### src/rtl/radar_signal_conditioner_if.sv
// Signal bundle between the raw radar pins and the conditioner.
// The source side drives the raw pins and the clear; the conditioner drives the clean outputs.
interface radar_signal_conditioner_if #(
    parameter int GLITCH_WIDTH = 16
);
    logic                    arp_in;
    logic                    acp_in;
    logic                    trig_in;
    logic                    glitch_clr;
    logic                    arp;
    logic                    acp;
    logic                    trig;
    logic                    arp_pulse;
    logic                    acp_pulse;
    logic                    trig_pulse;
    logic                    us_clk;
    logic                    us_tick;
    logic [GLITCH_WIDTH-1:0] glitch_cnt;

    modport master (
        output arp_in, acp_in, trig_in, glitch_clr,
        input  arp, acp, trig, arp_pulse, acp_pulse, trig_pulse,
        input  us_clk, us_tick, glitch_cnt
    );

    modport slave (
        input  arp_in, acp_in, trig_in, glitch_clr,
        output arp, acp, trig, arp_pulse, acp_pulse, trig_pulse,
        output us_clk, us_tick, glitch_cnt
    );
endinterface

### src/rtl/radar_signal_conditioner.sv
// Radar pin conditioner: per-channel synchroniser and stable-level glitch filter,
// rising-edge strobes, saturating reject counter and a 1 us timebase.
module radar_signal_conditioner #(
    parameter int CLK_FREQ_HZ   = 100_000_000,
    parameter int SYNC_STAGES   = 2,
    parameter int FILTER_CYCLES = 8,
    parameter int GLITCH_WIDTH  = 16
) (
    input  logic                     i_clk,
    input  logic                     i_rst,
    radar_signal_conditioner_if.slave bus
);
    localparam int DIV = CLK_FREQ_HZ / 1_000_000;
    localparam int FCW = $clog2(FILTER_CYCLES + 1);
    localparam int DCW = $clog2(DIV);
    localparam int GW1 = GLITCH_WIDTH + 1;
    localparam logic [FCW-1:0]          FC_LAST = FCW'(FILTER_CYCLES - 1);
    localparam logic [DCW-1:0]          DC_LAST = DCW'(DIV - 1);
    localparam logic [DCW-1:0]          DC_HALF = DCW'(DIV / 2);
    localparam logic [GLITCH_WIDTH-1:0] G_MAX   = '1;

    // Channel order everywhere: bit 0 = ARP, bit 1 = ACP, bit 2 = TRIG.
    logic [2:0]             w_raw;
    logic [2:0]             w_s;
    logic [2:0]             w_rej;
    logic [SYNC_STAGES-1:0] r_sync [3];
    logic [FCW-1:0]         r_fc   [3];
    logic [2:0]             r_lvl;
    logic [2:0]             r_pulse;

    assign w_raw = {bus.trig_in, bus.acp_in, bus.arp_in};

    always_comb begin
        w_s   = '0;
        w_rej = '0;
        for (int c = 0; c < 3; c++) begin
            w_s[c]   = r_sync[c][SYNC_STAGES-1];
            w_rej[c] = (w_s[c] == r_lvl[c]) && (r_fc[c] != '0);
        end
    end

    always_ff @(posedge i_clk or posedge i_rst) begin
        if (i_rst) begin
            for (int c = 0; c < 3; c++) begin
                r_sync[c] <= '0;
                r_fc[c]   <= '0;
            end
            r_lvl   <= '0;
            r_pulse <= '0;
        end else begin
            for (int c = 0; c < 3; c++) begin
                r_sync[c]  <= {r_sync[c][SYNC_STAGES-2:0], w_raw[c]};
                r_pulse[c] <= 1'b0;
                if (w_s[c] != r_lvl[c]) begin
                    if (r_fc[c] == FC_LAST) begin
                        r_lvl[c]   <= w_s[c];
                        r_fc[c]    <= '0;
                        r_pulse[c] <= w_s[c];
                    end else begin
                        r_fc[c] <= r_fc[c] + FCW'(1);
                    end
                end else begin
                    r_fc[c] <= '0;
                end
            end
        end
    end

    // Up to three rejects per cycle; one spare bit detects overflow for saturation.
    logic [1:0]              w_rej_n;
    logic [GLITCH_WIDTH:0]   w_gsum;
    logic [GLITCH_WIDTH-1:0] r_gcnt;

    assign w_rej_n = 2'(w_rej[0]) + 2'(w_rej[1]) + 2'(w_rej[2]);
    assign w_gsum  = {1'b0, r_gcnt} + GW1'(w_rej_n);

    always_ff @(posedge i_clk or posedge i_rst) begin
        if (i_rst) begin
            r_gcnt <= '0;
        end else if (bus.glitch_clr) begin
            r_gcnt <= '0;
        end else if (w_gsum[GLITCH_WIDTH]) begin
            r_gcnt <= G_MAX;
        end else begin
            r_gcnt <= w_gsum[GLITCH_WIDTH-1:0];
        end
    end

    logic [DCW-1:0] r_dc;
    logic [DCW-1:0] w_dc_next;
    logic           r_us_clk;
    logic           r_us_tick;

    assign w_dc_next = (r_dc == DC_LAST) ? '0 : r_dc + DCW'(1);

    always_ff @(posedge i_clk or posedge i_rst) begin
        if (i_rst) begin
            r_dc      <= '0;
            r_us_tick <= 1'b0;
            r_us_clk  <= 1'b0;
        end else begin
            r_dc      <= w_dc_next;
            r_us_tick <= (r_dc == DC_LAST);
            r_us_clk  <= (w_dc_next >= DC_HALF);
        end
    end

    assign bus.arp        = r_lvl[0];
    assign bus.acp        = r_lvl[1];
    assign bus.trig       = r_lvl[2];
    assign bus.arp_pulse  = r_pulse[0];
    assign bus.acp_pulse  = r_pulse[1];
    assign bus.trig_pulse = r_pulse[2];
    assign bus.us_clk     = r_us_clk;
    assign bus.us_tick    = r_us_tick;
    assign bus.glitch_cnt = r_gcnt;
endmodule

### src/flat_wrapper.sv
// flat-port wrapper written by rule: the top's interface ports become plain ports
module radar_signal_conditioner_flat 
#(
    parameter int CLK_FREQ_HZ   = 100_000_000,
    parameter int SYNC_STAGES   = 2,
    parameter int FILTER_CYCLES = 8,
    parameter int GLITCH_WIDTH  = 16
)
  (i_clk, i_rst, bus_arp_in, bus_acp_in, bus_trig_in, bus_glitch_clr, bus_arp, bus_acp, bus_trig, bus_arp_pulse, bus_acp_pulse, bus_trig_pulse, bus_us_clk, bus_us_tick, bus_glitch_cnt);
  radar_signal_conditioner_if #(.GLITCH_WIDTH(GLITCH_WIDTH)) bus_i ();
  input  logic i_clk;
  input  logic i_rst;
  input wire logic [$bits(bus_i.arp_in)-1:0] bus_arp_in;
  input wire logic [$bits(bus_i.acp_in)-1:0] bus_acp_in;
  input wire logic [$bits(bus_i.trig_in)-1:0] bus_trig_in;
  input wire logic [$bits(bus_i.glitch_clr)-1:0] bus_glitch_clr;
  output wire logic [$bits(bus_i.arp)-1:0] bus_arp;
  output wire logic [$bits(bus_i.acp)-1:0] bus_acp;
  output wire logic [$bits(bus_i.trig)-1:0] bus_trig;
  output wire logic [$bits(bus_i.arp_pulse)-1:0] bus_arp_pulse;
  output wire logic [$bits(bus_i.acp_pulse)-1:0] bus_acp_pulse;
  output wire logic [$bits(bus_i.trig_pulse)-1:0] bus_trig_pulse;
  output wire logic [$bits(bus_i.us_clk)-1:0] bus_us_clk;
  output wire logic [$bits(bus_i.us_tick)-1:0] bus_us_tick;
  output wire logic [$bits(bus_i.glitch_cnt)-1:0] bus_glitch_cnt;
  assign bus_i.arp_in = bus_arp_in;
  assign bus_i.acp_in = bus_acp_in;
  assign bus_i.trig_in = bus_trig_in;
  assign bus_i.glitch_clr = bus_glitch_clr;
  assign bus_arp = bus_i.arp;
  assign bus_acp = bus_i.acp;
  assign bus_trig = bus_i.trig;
  assign bus_arp_pulse = bus_i.arp_pulse;
  assign bus_acp_pulse = bus_i.acp_pulse;
  assign bus_trig_pulse = bus_i.trig_pulse;
  assign bus_us_clk = bus_i.us_clk;
  assign bus_us_tick = bus_i.us_tick;
  assign bus_glitch_cnt = bus_i.glitch_cnt;
  radar_signal_conditioner #(.CLK_FREQ_HZ(CLK_FREQ_HZ), .SYNC_STAGES(SYNC_STAGES), .FILTER_CYCLES(FILTER_CYCLES), .GLITCH_WIDTH(GLITCH_WIDTH)) u_core (.i_clk(i_clk), .i_rst(i_rst), .bus(bus_i));
endmodule
### config.mk
export PLATFORM = sky130hd
export DESIGN_NAME = radar_signal_conditioner_flat
export DESIGN_NICKNAME = d
export VERILOG_FILES = /design/src/rtl/radar_signal_conditioner_if.sv /design/src/rtl/radar_signal_conditioner.sv /design/src/flat_wrapper.sv
export SDC_FILE = /design/constraint.sdc
export NUM_CORES = 1
export LEC_CHECK = 0
export CAP_MARGIN = 20
export CORE_MARGIN = 5
export CORE_UTILIZATION = 49
export CTS_CLUSTER_DIAMETER = 100
export DETAILED_ROUTE_END_ITERATION = 8
export GPL_TIMING_DRIVEN = 0
export PLACE_DENSITY_LB_ADDON = 0.1
export SLEW_MARGIN = 10
export SYNTH_ARGS = -nofsm -noshare
export SYNTH_HDL_FRONTEND = slang
export SYNTH_SLANG_ARGS = --single-unit
export TNS_END_PERCENT = 10
### constraint.sdc
create_clock -name i_clk -period 2.6 [get_ports i_clk]
set_input_delay 0.52 -clock i_clk [delete_from_list [all_inputs] [get_ports i_clk]]
set_output_delay 0.52 -clock i_clk [all_outputs]
set_load 0.005 [all_outputs]
==> flow_summary.toml, run 1 <==
[clock_network]
cts_buffers = 5
cts_root_buf = "clkbuf_8"
path_clk_slew_ns = 0.09
cts_buffer_depth = 2
insertion_delay_ns = 0.30
cts_tree = "built"
numClockSinks = 49
cts_htree_levels = 2

[sta]
maxSlewHeadroom_pct = 59.2
timing.fmax_mhz = 384
setup_violations = 1
clock_skew_ns = 0.00347
period_share_pct = 100
rsz0062_at_grt = "yes"
hold_viol = 0
period_minus_slack_ns = 2.61
worst_slack_ns = -0.00587
maxSlewViolCount = 0
tightest_slew_ns = 0.606

[final_layout]
finalInstanceArea_um2 = 3020
multi_input_area_um2 = 1120
final_cell_mix = "49 x dfrtp_1, 28 x clkdlybuf4s50_1, 18 x xnor2_1, 18 x nor2_1, 14 x a21oi_1"
final_common_cell = "dfrtp_1"
nNetsFinal = 281
syn2layout_area_growth_pct = 29.7
nFillCells = 365
drive_gt1_share_pct = 18.2
ff_latch_area_um2 = 1230
final_core_util_pct = 64.8
antenna_cells = 0

[worst_setup_path]
required_ns = 2.82
ff2ff_path_depth = 10
worstSetupStartpointType = "flop"
crit_type = "flop to flop"
arrival_ns = 2.82
cp_max_fo = 5
endpoint_kind = "flop"

[run_status]
violations = "setup timing"
status = "finished, violations left"

[detailed_routing]
drc = 0
wl_per_cell_um = 14.0
first_iter_violations = 67
routed_via_density = 5.22
postRouteAntennaNets = 0
dr.pass1.iters = 4
routed-via-count = 1659
routed_wirelength_mm = 4.44

[pwr]
combPwrFrac_pct = 30.3
power_switching_w = 0.000627
power_frac_seq_pct = 44.2
cellLeakagePower_nw = 1.30
p_per_area_nw_per_um2 = 717
switching_share_pct = 29.0
clkPwrFrac_pct = 25.5
power.internal_w = 0.00154
ir_drop_mv = 0.349

[floorplanning]
dieWidth_um = 78.9
initial_utilization_pct = 50.0
coreArea_um2 = 4660
rows = 25
fp.dieH_um = 78.9
ios = 30
dieArea_um2 = 6230

[worst_hold_path]
worstHoldPathCells = 0
hold_path_class = "flop to flop"

[synth]
synth_seq_area_share_pct = 52.7
synth_flop_cell = "dfrtp_1"
syn-num-nets = 233
syn_area_um2 = 2330
synth_edf_count = 0
post_synth.cell_area_avg_um2 = 10.8
postSynth.asyncResetShare_pct = 100
ys_types = 41
synthCells = 215
ys_warn_count = 0
synth-seq-cells = 49

[global_routing]
grt_pass1_wl_mm = 7.75
grt_use_total_pct = 15.6
grt_pass1_vias = 1634
antenna_found_initial = 0
grt-ovfl-total = 0
grt_max_degree = 27

[placement]
placed_area_um2 = 2720
gp_congestion = 0.782
port_buffers = 28
dp_hpwl_mm = 2.94

[flow_run]
maxCapViolations = 0
[cells in the mapped netlist, types with 2 or more instances]
cell type	count	area, µm²
nand2_1	10	37.5
nor3_1	8	40.0
a31oi_1	3	18.8
nand3b_1	3	22.5
dfrtp_1	49	1230
ha_1	10	125
xnor2_1	20	175
nor2_1	19	71.3
clkbuf_1	2	7.51
buf_2	3	15.0
a21boi_0	3	22.5
a21oi_1	17	85.1
inv_1	13	48.8
a211oi_1	2	15.0
mux2_2	3	33.8
nor4_1	3	18.8
nand3_1	12	60.1
nor2b_1	5	31.3
fa_1	2	40.0
o22ai_1	2	12.5
nor3b_1	3	22.5
nand4_1	4	25.0
[area by class of cell]
class / instances / area share, %
Buffer: 7 / 1.24
Timing Repair Buffer: 41 / 13.5
Clock inverter: 1 / 0.995
Tap cell: 54 / 2.24
Inverter: 13 / 1.62
Multi-Input combinational cell: 146 / 37.0
Sequential cell: 49 / 40.6
Clock buffer: 7 / 2.86
[path summary, 6_finish.rpt]
path                             startpoint                   endpoint  slack, ns
setup / recovery           u_core.r_sync[5]  u_core.bus.glitch_cnt[14]     -0.006
hold / removal             u_core.r_sync[4]           u_core.r_sync[5]       0.35
setup reg to reg           u_core.r_sync[5]  u_core.bus.glitch_cnt[14]     -0.006
hold reg to reg            u_core.r_sync[4]           u_core.r_sync[5]       0.35
max in group asynchronous             i_rst  u_core.bus.glitch_cnt[12]       1.52
min in group asynchronous             i_rst           u_core.r_sync[1]       0.57
[what timing repair did]
action	CTS	global route
pin swaps	5	6
resized for setup	9	9
buffers inserted	6	5
setup endpoints to repair	16	16
gates cloned	0	1
hold endpoints to repair	0	0
hold buffers	0	0
[layer usage]
layer	vias to the layer above	part of all wire, %	track usage (%)
met2	15	49	25.1
met4	0	0.99	4.98
met5	-	0	0
li1	838	-	-
met1	801	47	20.7
met3	5	2.7	4.08
[registers in the layout (all words and copies together), names as in the netlist]
name and count:
u_core.r_fc 12, u_core.r_dc 7, u_core.bus.glitch_cnt 16, u_core.bus.us_tick 1
u_core.r_lvl 3, u_core.r_sync 6, u_core.r_pulse 3, u_core.bus.us_clk 1
[critical path, stage by stage (launching register included)]
cell,delay (ns)
dfrtp_1,0.42
xnor2_2,0.15
a21boi_2,0.17
fa_1,0.51
ha_2,0.20
fa_2,0.25
nand4_4,0.18
buf_12,0.19
nor4_4,0.18
nor2_1,0.09
a211oi_2,0.19
[stage by stage]
stage,worst slack [ns],std cells,total power [W],setup TNS [ns],hold WS (ns)
detailed placement,-0.289,298,0.00151,-3.49,0.335
floorplan,0.0268,215,0.00133,0,0.331
global route,-0.134,318,0.00232,-0.961,0.358
finish,-0.00587,318,0.00216,-0.00587,0.352
global placement,-0.290,297,0.00148,-7.23,0.334
CTS,-0.0347,312,0.00215,-0.142,0.355
[kinds of logic after synthesis]
kind of cell    after synthesis  synth area share, %
buf+inv                      20                 3.55
compound gates               34                 8.97
mux                           4                 1.88
fa+ha+maj                    12                 7.09
xor+xnor                     20                 7.52
simple gates                 76                 18.3
flops                        49                 52.7
[power groups by stage]
stage / clock, W / combinational [W] / sequential, W
finish: 0.000553 / 0.000655 / 0.000956
global route: 0.000606 / 0.000743 / 0.000973
CTS: 0.000574 / 0.000616 / 0.000956
detailed placement: 0 / 0.000529 / 0.000977
global placement: 0 / 0.000509 / 0.000973
floorplan: 0 / 0.000365 / 0.000961
Note: power is estimated with default switching activity, not from simulation.
==> run 2, diff against run 1 <==
--- a/config.mk
+++ b/config.mk
@@ -7,7 +7,8 @@
 export LEC_CHECK = 0
 export CAP_MARGIN = 20
 export CORE_MARGIN = 5
-export CORE_UTILIZATION = 49
+export CORE_UTILIZATION = 51
+export CTS_BUF_LIST = sky130_fd_sc_hd__clkbuf_4
 export CTS_CLUSTER_DIAMETER = 100
 export DETAILED_ROUTE_END_ITERATION = 8
 export GPL_TIMING_DRIVEN = 0
==> constraint.sdc (replaced) <==
create_clock -name i_clk -period 2.36 [get_ports i_clk]
set_input_delay 0.472 -clock i_clk [delete_from_list [all_inputs] [get_ports i_clk]]
set_output_delay 0.472 -clock i_clk [all_outputs]
set_load 0.005 [all_outputs]
==> flow_summary.toml, run 2 (same netlist as run 1, synthesis figures left out) <==
[pwr]
finalPower_w = 0.00216
cellLeakagePower_nw = 1.22
ir_drop_mv = 0.278
p_per_area_nw_per_um2 = 739

[worst_setup_path]
ff2ff_path_depth = 10
crit_type = "flop to flop"
arrival_ns = 2.77
cp_max_fo = 6
rr_startpoint = "u_core.r_lvl[1]"
worstSetupStartpointType = "flop"
crit_buf_inv = 1
cp_cell_sequence = "xnor2_2, a21boi_2, fa_1, ha_2, fa_2, nand4_4, nor2_4, buf_4, xnor2_1, a21oi_1"
crit_family = "adder cells"
rrSetupSlack_ns = -0.17
slowest_stage = "dfrtp_1"
required_ns = 2.60
endpoint_kind = "flop"
max_stage_delay_ns = 0.44
startpoint = "u_core.r_lvl[1]"
r2r-end = "u_core.bus.glitch_cnt[6]"

[run_status]
violations = "setup timing"
status = "finished, violations left"

[detailed_routing]
drc = 0
wl_per_cell_um = 13.9
routed_via_density = 5.43
routed-via-count = 1711
dr.pass1.iters = 4
routed_wirelength_mm = 4.38
postRouteAntennaNets = 0
first_iter_violations = 76

[sta]
clock_skew_ns = 0.0140
rsz0062_at_grt = "yes"
maxSlewHeadroom_pct = 62.5
hold_viol = 0
tightest_slew_ns = 0.557
period_minus_slack_ns = 2.53
timing.fmax_mhz = 395
maxSlewViolCount = 0
period_share_pct = 107
setup_violations = 16
worst_slack_ns = -0.168

[placement]
place_ws_ns = -0.340
port_buffers = 28
dp_hpwl_mm = 2.98
gp_congestion = 0.756

[clock_network]
cts_root_buf = "clkbuf_4"
cts_tree = "built"
cts_buffer_depth = 2
numClockSinks = 49
insertion_delay_ns = 0.37
cts_htree_levels = 2
cts_buffers = 5
path_clk_slew_ns = 0.15

[global_routing]
grt_max_degree = 37
grt_pass1_wl_mm = 7.87
antenna_found_initial = 0
grt_use_total_pct = 15.9
grt-ovfl-total = 0
grt_pass1_vias = 1713

[floorplanning]
fp.dieH_um = 77.6
dieArea_um2 = 6020
ios = 30
rows = 24
initial_utilization_pct = 53.1
dieWidth_um = 77.6
coreArea_um2 = 4380

[final_layout]
nNetsFinal = 280
nFillCells = 342
antenna_cells = 0
drive_gt1_share_pct = 18.3
final_common_cell = "dfrtp_1"
syn2layout_area_growth_pct = 25.5
largest_register_ff_count = 16
final_cell_mix = "49 x dfrtp_1, 28 x clkdlybuf4s50_1, 18 x xnor2_1, 18 x nor2_1, 13 x a21oi_1"

[flow_run]
maxCapViolations = 0

[worst_hold_path]
hold_path_class = "primary input to asynchronous set/reset pin"
## run 2: cell count changes in the layout (fill, tap and decap cells not counted), moves of 2 or more
| cell | delta |
|---|---|
| nor4_2 | +2 |
| clkbuf_8 | -6 |
| clkbuf_4 | +6 |
| clkinvlp_4 | +2 |
| nor4_4 | -2 |
## run 2: per-layer routing
| metal | wire length (µm) | GRT usage, % | up-vias |
|---|---|---|---|
| met5 | 0 | 0 | - |
| met4 | 46 | 4.12 | 0 |
| met3 | 175 | 4.40 | 7 |
| met2 | 2150 | 25.1 | 26 |
| met1 | 2000 | 21.9 | 842 |
| li1 | - | - | 836 |
## run 2: per-stage QoR
step | area, µm² | hold slack [ns] | util [%] | TNS (ns) | cells
floorplan | 2380 | 0.331 | - | -0.838 | 215
global placement | 2730 | 0.333 | 62.2 | -15.39 | 295
detailed placement | 2750 | 0.339 | 62.7 | -4.50 | 296
CTS | 2900 | 0.351 | 66.2 | -1.59 | 313
global route | 2920 | 0.348 | 66.6 | -4.00 | 315
finish | 2920 | 0.353 | 66.6 | -1.71 | 315
## run 2: timing repair
action,in CTS,in global routing
hold buffers,0,0
hold endpoints to repair,0,0
buffers inserted,8,2
gates cloned,1,0
endpoints found under the setup margin,16,16
resized for setup,7,1
pin swaps,5,2
## run 2: final cells by class
class                           instances  area, µm²  share of cell area [%]
Buffer                                  7       37.5                    1.28
Clock buffer                            6       45.0                    1.54
Clock inverter                          2       15.0                   0.514
Inverter                               13       48.8                    1.67
Multi-Input combinational cell        146       1100                    37.6
Sequential cell                        49       1230                    42.0
Tap cell                               52       65.1                    2.23
Timing Repair Buffer                   40        387                    13.2
## run 2: worst max path at each step
stage	to	cells past startpoint
2_1_floorplan	u_core.bus.glitch_cnt[10]	10
3_3_place_gp	u_core.bus.glitch_cnt[10]	10
3_5_place_dp	u_core.bus.glitch_cnt[4]	10
4_1_cts	u_core.bus.glitch_cnt[6]	10
5_1_grt	u_core.bus.glitch_cnt[7]	10
6_report	u_core.bus.glitch_cnt[6]	10
## run 2: report_power, final
| group | total [W] | switching, W | internal, W | leakage [nW] |
|---|---|---|---|---|
| sequential | 0.00106 | 0.000110 | 0.000946 | 0.646 |
| combinational | 0.000710 | 0.000319 | 0.000391 | 0.550 |
| clock | 0.000393 | 0.000265 | 0.000128 | 0.0279 |
| total | 0.00216 | 0.000694 | 0.00147 | 1.22 |
## run 2: worst reg2reg max path: stages, from the launching register on
cell and delay, ns:
dfrtp_1 0.44, xnor2_2 0.19, a21boi_2 0.21, fa_1 0.43, ha_2 0.22, fa_2 0.39, nand4_4 0.14, nor2_4 0.06
buf_4 0.13, xnor2_1 0.13, a21oi_1 0.08
